==> src/rtl/wb_regfile_scoreboard_pkg.sv <==
// Shared types and constants for the write-back register file and its scoreboard.
package wb_regfile_scoreboard_pkg;

  localparam int DATA_W_DEF = 32;
  localparam int ADDR_W_DEF = 5;

  // Register index at the default width; register 0 is the hardwired zero.
  typedef logic [ADDR_W_DEF-1:0] reg_idx_t;
  localparam reg_idx_t REG_ZERO = '0;

  // True when an index names a real (writable) register.
  function automatic logic is_live(input reg_idx_t idx);
    return idx != REG_ZERO;
  endfunction

endpackage

==> src/rtl/wb_scoreboard.sv <==
// Single-bit busy scoreboard: set at issue, cleared at write-back, wiped by flush.
module wb_scoreboard
  import wb_regfile_scoreboard_pkg::*;
#(
  parameter int ADDR_W = ADDR_W_DEF
) (
  input  logic              clk,
  input  logic              rst_n,
  input  logic              flush,
  input  logic              issue,
  input  logic [ADDR_W-1:0] issue_addr,
  input  logic              wb_en,
  input  logic [ADDR_W-1:0] wb_addr,
  input  logic [ADDR_W-1:0] rs_addr,
  input  logic [ADDR_W-1:0] rt_addr,
  output logic              rs_busy,
  output logic              rt_busy
);

  localparam int NREGS = 2 ** ADDR_W;

  logic [NREGS-1:0] busy;

  // Busy vector update: flush wins, then issue set overrides a same-register WB clear.
  always_ff @(posedge clk or negedge rst_n) begin
    if (!rst_n) begin
      busy <= '0;
    end else if (flush) begin
      busy <= '0;
    end else begin
      // NOTE: with non-blocking updates the last assignment to a bit in this block
      // wins, so ordering clear before set gives issue priority on a collision.
      if (wb_en && (wb_addr != '0)) busy[wb_addr] <= 1'b0;
      if (issue && (issue_addr != '0)) busy[issue_addr] <= 1'b1;
    end
  end

  // Stall lookup: a write-back this cycle satisfies the consumer through the bypass.
  always_comb begin
    rs_busy = (rs_addr != '0) && busy[rs_addr] && !(wb_en && (wb_addr == rs_addr));
    rt_busy = (rt_addr != '0) && busy[rt_addr] && !(wb_en && (wb_addr == rt_addr));
  end

endmodule

==> src/rtl/wb_regfile_scoreboard.sv <==
// Write-back stage: data select, architectural register file with WB bypass, scoreboard.
module wb_regfile_scoreboard
  import wb_regfile_scoreboard_pkg::*;
#(
  parameter int DATA_W = DATA_W_DEF,
  parameter int ADDR_W = ADDR_W_DEF
) (
  input  logic              clk_i,
  input  logic              rst_n_i,
  input  logic              regwrite_i,
  input  logic              memtoreg_i,
  input  logic [DATA_W-1:0] memdata_i,
  input  logic [DATA_W-1:0] aluresult_i,
  input  logic [ADDR_W-1:0] writeaddr_i,
  input  logic [ADDR_W-1:0] rs_addr_i,
  input  logic [ADDR_W-1:0] rt_addr_i,
  output logic [DATA_W-1:0] rs_data_o,
  output logic [DATA_W-1:0] rt_data_o,
  input  logic              issue_i,
  input  logic [ADDR_W-1:0] issue_addr_i,
  input  logic              flush_i,
  output logic              rs_busy_o,
  output logic              rt_busy_o,
  output logic [DATA_W-1:0] wb_data_o
);

  localparam int NREGS = 2 ** ADDR_W;

  logic [DATA_W-1:0] regs [NREGS];
  logic              wr_live;

  // Write-back data select; also the forwarding source for earlier stages.
  always_comb begin
    wb_data_o = memtoreg_i ? memdata_i : aluresult_i;
    wr_live   = regwrite_i && (writeaddr_i != '0);
  end

  // Register file storage; register 0 is never written so it always reads zero.
  always_ff @(posedge clk_i or negedge rst_n_i) begin
    if (!rst_n_i) begin
      // NOTE: the whole array is reset because architectural state must read zero
      // straight out of reset; this forces flops rather than a RAM macro.
      for (int i = 0; i < NREGS; i++) regs[i] <= '0;
    end else if (wr_live) begin
      regs[writeaddr_i] <= wb_data_o;
    end
  end

  // Read ports with same-cycle write-through bypass.
  always_comb begin
    rs_data_o = (wr_live && (writeaddr_i == rs_addr_i)) ? wb_data_o : regs[rs_addr_i];
    rt_data_o = (wr_live && (writeaddr_i == rt_addr_i)) ? wb_data_o : regs[rt_addr_i];
  end

  wb_scoreboard #(.ADDR_W(ADDR_W)) u_scoreboard (
    .clk        (clk_i),
    .rst_n      (rst_n_i),
    .flush      (flush_i),
    .issue      (issue_i),
    .issue_addr (issue_addr_i),
    .wb_en      (regwrite_i),
    .wb_addr    (writeaddr_i),
    .rs_addr    (rs_addr_i),
    .rt_addr    (rt_addr_i),
    .rs_busy    (rs_busy_o),
    .rt_busy    (rt_busy_o)
  );

endmodule
==> config.mk <==
export PLATFORM = sky130hd
export DESIGN_NAME = wb_regfile_scoreboard
export DESIGN_NICKNAME = d
export VERILOG_FILES = /design/src/rtl/wb_regfile_scoreboard_pkg.sv /design/src/rtl/wb_scoreboard.sv /design/src/rtl/wb_regfile_scoreboard.sv
export SDC_FILE = /design/constraint.sdc
export NUM_CORES = 2
export LEC_CHECK = 0
export CORE_ASPECT_RATIO = 0.8
export CORE_MARGIN = 3
export CORE_UTILIZATION = 50
export CTS_CLUSTER_DIAMETER = 30
export DETAILED_ROUTE_END_ITERATION = 8
export MAX_ROUTING_LAYER = met4
export PLACE_DENSITY = 0.67
export RECOVER_POWER = 25
export SLEW_MARGIN = 20
export SYNTH_ARGS = -nofsm -noshare
export SYNTH_HDL_FRONTEND = slang
export SYNTH_SLANG_ARGS = --single-unit
==> constraint.sdc <==
create_clock -name clk_i -period 2.6 [get_ports clk_i]
set_input_delay 0.26 -clock clk_i [delete_from_list [all_inputs] [get_ports clk_i]]
set_output_delay 0.26 -clock clk_i [all_outputs]
set_load 0.02 [all_outputs]
* Yosys cells after proc, flatten, opt, wreduce, memory -nomap -nowiden
Index checks and enable logic that the tools add are counted.
W data, S select, Z words.
** Storage, ports and cells
- Register bits :: 1056
- Bits in latches :: 0
- RAM bits :: 0
- Memory bits (read-only) :: 0
- Bits of input ports :: 90
- Word-level logic and storage cells :: 94
- Memories kept :: 0
** Operators by class
- Add/subtract/negate cells :: 0
- $mul :: 0
- Div/mod/pow operators :: 0
- Order comparisons :: 10
- Equality and inequality tests :: 2
- Shift operators :: 0
- Multiplexer cells :: 24
- Bitwise logic cells :: 6
- Reduce and logical (&&, ||, !) cells :: 19
** Operators by type and width (number)
- $bwmux W1024 :: 1
- $mux W32 :: 12
- $bmux W32 S5 :: 2
- $demux W32 S5 :: 1
- $and A32 B32 Y32 :: 1
- $not A32 Y32 :: 1
- $or A32 B32 Y32 :: 1
- $lt A5 B6 Y1 const B :: 4
- $reduce_bool A5 Y1 :: 4
- $ge A6 B6 Y1 const B :: 3
- $not A5 Y6 :: 3
- $logic_and A1 B1 Y1 :: 13
- $bmux W1 S5 :: 2
- $demux W1 S5 :: 2
- $eq A5 B5 Y1 :: 2
- $ge A5 B1 Y1 const B :: 2
- $lt A6 B1 Y1 const B :: 1
- $mux W1 :: 4
- $logic_not A1 Y1 :: 2

* Depth between registers and ports, before layout
- Depth after elaboration :: 11
- Depth in mapped cells :: 8
- Depth with buffers taken out :: 4

* Cells and area by module
Synthesis repeated with hierarchy kept, for this count alone.
** Second synthesis, totals
- Cell total of the unflattened synthesis :: 4900
- Area total of the unflattened synthesis :: 54504.8 µm²
** Modules (own cells, without submodules)
- wb_regfile_scoreboard :: instances 1, cells each 4660, area an instance 52313.9 µm²
- wb_scoreboard :: instances 1, cells each 240, area an instance 2190.9 µm²

* Worst setup path before layout
No wires, ideal clock.
- Path kind :: in2out
- From :: in rt_addr_i[1]
- To :: out rt_data_o[10]
- Arrival :: 2.229 ns
- Setup slack :: 0.111 ns
- Stages on the path :: 8
- Path buffers :: 4
- Path through :: buf_2 > buf_4 > buf_2 > buf_2 > nor2_1 > a22oi_1 > a211oi_1 > o41ai_1
** On the way
- Longest elaborated chain between the ends :: 5
- Elaborated cells on any way between the ends :: 7
- Those cells by class :: eq/ne: 1; mux: 4; bitwise: 1; reduce/logical: 1
** RTL lines
- start: declaration :: RTL line wb_regfile_scoreboard.sv:16 : input logic [ADDR_W-1:0] rt_addr_i,
- $not A5 Y6 (implied by the code) :: RTL line wb_regfile_scoreboard.sv:52 : rt_data_o = (wr_live && (writeaddr_i == rt_addr_i)) ? wb_data_o : regs[rt_addr_i];
- $bmux W32 S5 :: RTL line wb_regfile_scoreboard.sv:52
- $mux W32 (implied by the code) (2 in series) :: RTL line wb_regfile_scoreboard.sv:52
- $mux W32 (*) :: RTL line wb_regfile_scoreboard.sv:52
- end: declaration :: RTL line wb_regfile_scoreboard.sv:18 : output logic [DATA_W-1:0] rt_data_o,
Mark *: on every way between the ends. The rest lies on a longest branch, timed or not. The select of a mux whose other input is x is not followed.

* Worst setup path in the final report
- From :: reg u_scoreboard.busy[27]
- To :: out rs_busy_o
** On the way
- Longest elaborated chain between the ends :: 4
** RTL lines
- start: declaration :: RTL line wb_scoreboard.sv:22 : logic [NREGS-1:0] busy;
- start signal: assignment :: RTL line wb_scoreboard.sv:27 : busy <= '0;
- start signal: assignment :: RTL line wb_scoreboard.sv:29 : busy <= '0;
- start signal: indexed assignment :: RTL line wb_scoreboard.sv:33 : if (wb_en && (wb_addr != '0)) busy[wb_addr] <= 1'b0;
- $bmux W1 S5 :: RTL line wb_scoreboard.sv:40 : rs_busy = (rs_addr != '0) && busy[rs_addr] && !(wb_en && (wb_addr == rs_addr));
- $mux W1 (implied by the code) :: RTL line wb_scoreboard.sv:40
- $logic_and A1 B1 Y1 (2 in series) :: RTL line wb_scoreboard.sv:40
- end: declaration :: RTL line wb_regfile_scoreboard.sv:22 : output logic rs_busy_o,
No other way between the ends. The select of a mux whose other input is x is not followed.

==> results summary <==
For the pin with the worst max-slew slack, the measured transition is 2.07 ns. The cell sitting at the root of the clock tree is a sky130_fd_sc_hd__clkbuf_16. The average detailed-routed wire length per instance came out at 30.7 um.

The number of antenna violations at the first check in global routing came out at 5. The element type at the critical path start is a flip-flop. The proportion of total power due to net switching is 0.302.

The switching power summed over all nets came out at 17.9 mW. Yosys instantiated no cell more often than sky130_fd_sc_hd__dfrtp_1. The worst endpoint data arrival time came out at 2.77 ns. The time the final worst path needs with I/O delays and setup is 3.03 ns. Of the total synthesized cell area, the portion taken by full adders, half adders and majority gates is 0. The cell depth of the worst flop-to-flop path came out at 4. The worst register-to-register path begins at regs[31]. The global-route total usage across every layer is 0.388.

The clock-pin slew of the registers on the worst-case setup and hold paths came out at 0.05 ns. After floorplanning, the core was sized to cover 0.107 mm2. The number of iterations in the first detailed-routing pass is 7. The worst slew margin relative to its limit came out at -0.383. The routed wire length on met3 came out at 29.7 mm. The final count of pins violating max slew came to 48. The internal portion of total power came out at 41.3 mW. Of the total synthesized cell area, the portion taken by XOR and XNOR cells is 0.00161. The final worst setup slack is -0.431 ns. The share of synthesized registers carrying an async set or reset came out at 1.00. For hold timing, the worst endpoint is regs[801]. In this run the remaining antenna-violating nets after routing total 0. The proportion of synthesized chip area in sequential cells is 0.486. The via count normalized by instance count is 6.83. The maximum clock skew at final layout came out at 0 ns.

The biggest area contributor in the post-synthesis netlist is sky130_fd_sc_hd__dfrtp_1. The detailed route wirelength on metal2 is 92.2 mm. Measured against the total synthesized area, the mux share comes to 0.233. Setup repair after global routing could not meet its margin everywhere. For this run the aggregate overflow at the end of global routing stands at 0. The worst hold path begins at memtoreg_i. The routability congestion estimate from global placement came out at 1.00. The count of buffering cells on the critical path with inverters included is 1. The kind of cell with the highest combined delay along the critical path is multiplexers.

At the end of the flow, the number of nets in the layout was 5,411. TritonCTS built the clock tree. The simple-gate area share of the yosys netlist is 0.0923. The CTS H-tree depth came out at 4. The half-perimeter wire length after detailed placement is 138 mm. The number of hold violations in the final report was 0.

A synthesized cell averages 11.2 um2. The floorplan has 107 rows. The share of the clock period used by the worst path after layout came out at 1.17. The post-synthesis register bit count is 1,055. The count of maximum capacitance violations is 1. The die footprint is 0.113 mm2. In this run, synthesis inferred 0 flip-flops with an integrated enable. The maximum achievable frequency is 0.330 GHz. The net count after synthesis came out at 4,957. The number of global-route vias before repair is 46,600. The uppermost layer routed is met4.

The routed metal-1 wire length is 75.2 mm. The synthesis warning total is 0. The cell at the slowest stage of the critical path is sky130_fd_sc_hd__mux4_2. The checks that failed: capacitance limit, slew limit, setup timing. The wire length of the first global-routing pass is 311 mm. The required time of the worst setup path is 2.34 ns. The signal on the critical path passes through mux4_2, mux4_2, o211ai_1, o31ai_4, buf_6.

The main combinational cell family by area after synthesis is multiplexers. The worst setup path is of the flip-flop to output pin kind. The instance count along the most critical hold path is 4. After synthesis, the netlist uses 50 different library cells.

The final core utilization came out at 0.656. In this design, the critical path's most frequently occurring cell is sky130_fd_sc_hd__mux4_2. The commonest cells after synthesis are sky130_fd_sc_hd__dfrtp_1 (1,055), sky130_fd_sc_hd__nand2_1 (906), sky130_fd_sc_hd__o21ai_0 (848). Entering global routing, the biggest net connects 84 pins. The number of DRC violations after detailed-routing iteration 0 is 6,826. For this design the static power due to leakage is 30.8 nW. The register cell area after layout came out at 0.0264 mm2.

The power density normalized to cell area came out at 842 mW/mm2. The number of CTS-inserted buffers is 182. The reg-to-reg endpoint is regs[31].

Setup violations remaining at the end of the flow were counted as 66. The clock power share came out at 0.413. Summing all multi-input logic gate instances after layout gives 0.0272 mm2. The critical path runs through a total of 5 cells. The maximum clock insertion buffer count came out at 3.

The post-place setup slack came out at -0.999 ns. The aggregate routed wire length is 212 mm. The number of DRC violations after detailed routing is 0. The area fraction in compound gates after synthesis is 0.141. Summing every instance area after synthesis gives 0.0543 mm2. The number of top-level design ports is 188. Measured along the x axis, the die boundary spans 375 um. IR analysis of the VDD net gives a maximum drop of 565 uV.

For flop-to-flop paths, the worst setup slack is 1.65 ns. Of the cells placed in the final design, the portion with a size suffix greater than 1 is 0.337. The starting density of the core is 0.507. Relative to the synthesized area, the layout overhead comes to 29.3%. The number of port buffers is 187. The floorplan die height is 301 um. The number of filler cells placed in the layout came out at 7,774. The vias after detailed routing came out at 47,100. The longest individual stage delay on the worst path is 0.55 ns. The synthesized instance count came out at 4,867. In the post-synthesis netlist, the biggest area contributors are sky130_fd_sc_hd__dfrtp_1 (49%), sky130_fd_sc_hd__mux4_2 (21%), sky130_fd_sc_hd__o21ai_0 (7.8%). The logic gate share of total power is 0.213. In the synthesized netlist the dominant register cell turns out to be sky130_fd_sc_hd__dfrtp_1.

Of the post-synthesis cell area, the dominant cell type holds 0.486. The share of total power dissipated in sequential elements is 0.374. The highest fanout seen on the critical path is 3. The worst setup path is captured at an output pin.

The min-delay analysis places its worst path in the category primary input to flip-flop. The number of sinks driven by the clock tree came out at 1,055. The run finished, with violations left.

The clock latency reported for the late side of the worst-skew pair is 0.79 ns.
metrics by stage:
step	hold slack (ns)	std cells	instance area [um2]	setup TNS, ns	power (mW)
2_1_floorplan	-0.0356	4867	54300	0	28.4
3_3_place_gp	0.282	6447	62100	-41.59	32.9
3_5_place_dp	0.312	6447	62100	-40.47	33.3
4_1_cts	0.0651	6840	69700	-11.84	58.5
5_1_grt	0.275	6895	70200	-14.52	61.2
6_report	0.286	6897	70200	-12.00	59.1
worst max-delay path by stage:
stage / start / endpoint / slack (ns)
final: u_scoreboard.busy[27] / rs_busy_o / -0.43
after global routing: u_scoreboard.busy[27] / rs_busy_o / -0.46
after CTS: u_scoreboard.busy[23] / rs_busy_o / -0.39
after detailed placement: writeaddr_i[3] / rs_data_o[28] / -1.0
after global placement: writeaddr_i[3] / rs_data_o[28] / -1.04
after floorplan: rt_addr_i[1] / rt_data_o[10] / 0.11
tightest hold or removal path: stages:
cell and delay (ns):
sky130_fd_sc_hd__buf_4 0.11, sky130_fd_sc_hd__buf_4 0.27, sky130_fd_sc_hd__mux2i_2 0.19, sky130_fd_sc_hd__o21ai_0 0.21
per-layer routing:
metal | global-route usage | up-vias
met1 | 0.484 | 23500
met3 | 0.136 | 957
li1 | - | 18900
met5 | - | -
met2 | 0.547 | 3798
met4 | 0.231 | 0
flip-flops by register name (all words and copies together), names as in the netlist:
| register | cells |
|---|---|
| regs | 1024 |
| u_scoreboard.busy | 31 |
cell type report:
class | instances | share of cell area
antenna | 6 | 0.000214
clock buffer | 213 | 0.0695
clock inverter | 124 | 0.0193
inverter | 32 | 0.00171
multi-input combinational | 3215 | 0.387
sequential | 1055 | 0.376
tap | 1417 | 0.0252
timing repair buffer | 835 | 0.121
power by group through the flow:
stage	Combinational (mW)	Sequential (mW)	Clock, mW
2_1_floorplan	7.05	21.3	0
6_report	12.6	22.1	24.4
5_1_grt	13.4	22.4	25.4
4_1_cts	12.1	21.9	24.5
3_5_place_dp	11.2	22.1	0
3_3_place_gp	11.0	21.9	0
layout by cell type (no fill, tap or decap), types with 27 or more instances in the layout:
| master | Yosys | routed |
|---|---|---|
| sky130_fd_sc_hd__dfrtp_1 | 1055 | 1055 |
| sky130_fd_sc_hd__nand2_1 | 906 | 879 |
| sky130_fd_sc_hd__o21ai_0 | 848 | 848 |
| sky130_fd_sc_hd__mux4_2 | 508 | 508 |
| sky130_fd_sc_hd__buf_4 | 47 | 484 |
| sky130_fd_sc_hd__clkbuf_16 | 0 | 185 |
| sky130_fd_sc_hd__nor2_1 | 171 | 165 |
| sky130_fd_sc_hd__buf_12 | 0 | 150 |
| sky130_fd_sc_hd__a21oi_1 | 145 | 138 |
| sky130_fd_sc_hd__clkdlybuf4s50_1 | 0 | 105 |
| sky130_fd_sc_hd__o22ai_1 | 128 | 89 |
| sky130_fd_sc_hd__a22oi_1 | 90 | 50 |
| sky130_fd_sc_hd__buf_6 | 3 | 49 |
| sky130_fd_sc_hd__a22oi_2 | 0 | 40 |
| sky130_fd_sc_hd__o22ai_2 | 0 | 39 |
| sky130_fd_sc_hd__a22o_1 | 37 | 36 |
| sky130_fd_sc_hd__mux2_2 | 33 | 33 |
| sky130_fd_sc_hd__inv_1 | 32 | 32 |
| sky130_fd_sc_hd__or4_4 | 0 | 32 |
| sky130_fd_sc_hd__mux2i_1 | 82 | 32 |
| sky130_fd_sc_hd__clkbuf_1 | 412 | 32 |
| sky130_fd_sc_hd__clkinv_2 | 0 | 31 |
| sky130_fd_sc_hd__mux2i_2 | 0 | 29 |
| sky130_fd_sc_hd__clkinv_4 | 0 | 27 |
logic make-up after synthesis:
| group | Yosys count |
|---|---|
| AOI/OAI and AO/OA | 1358 |
| and+or+nand+nor | 1224 |
| DFF | 1055 |
| muxes | 623 |
| buffers and inverters | 597 |
| xor gates and xnor gates | 10 |
repair_timing:
action,CTS,global route
hold endpoints to repair,347,0
pin swaps,163,64
resized for setup,477,62
buffers inserted,75,51
setup endpoints to repair,66,66
hold buffers,1,0
cloned,0,0
Power figures use the tool's default switching activity.
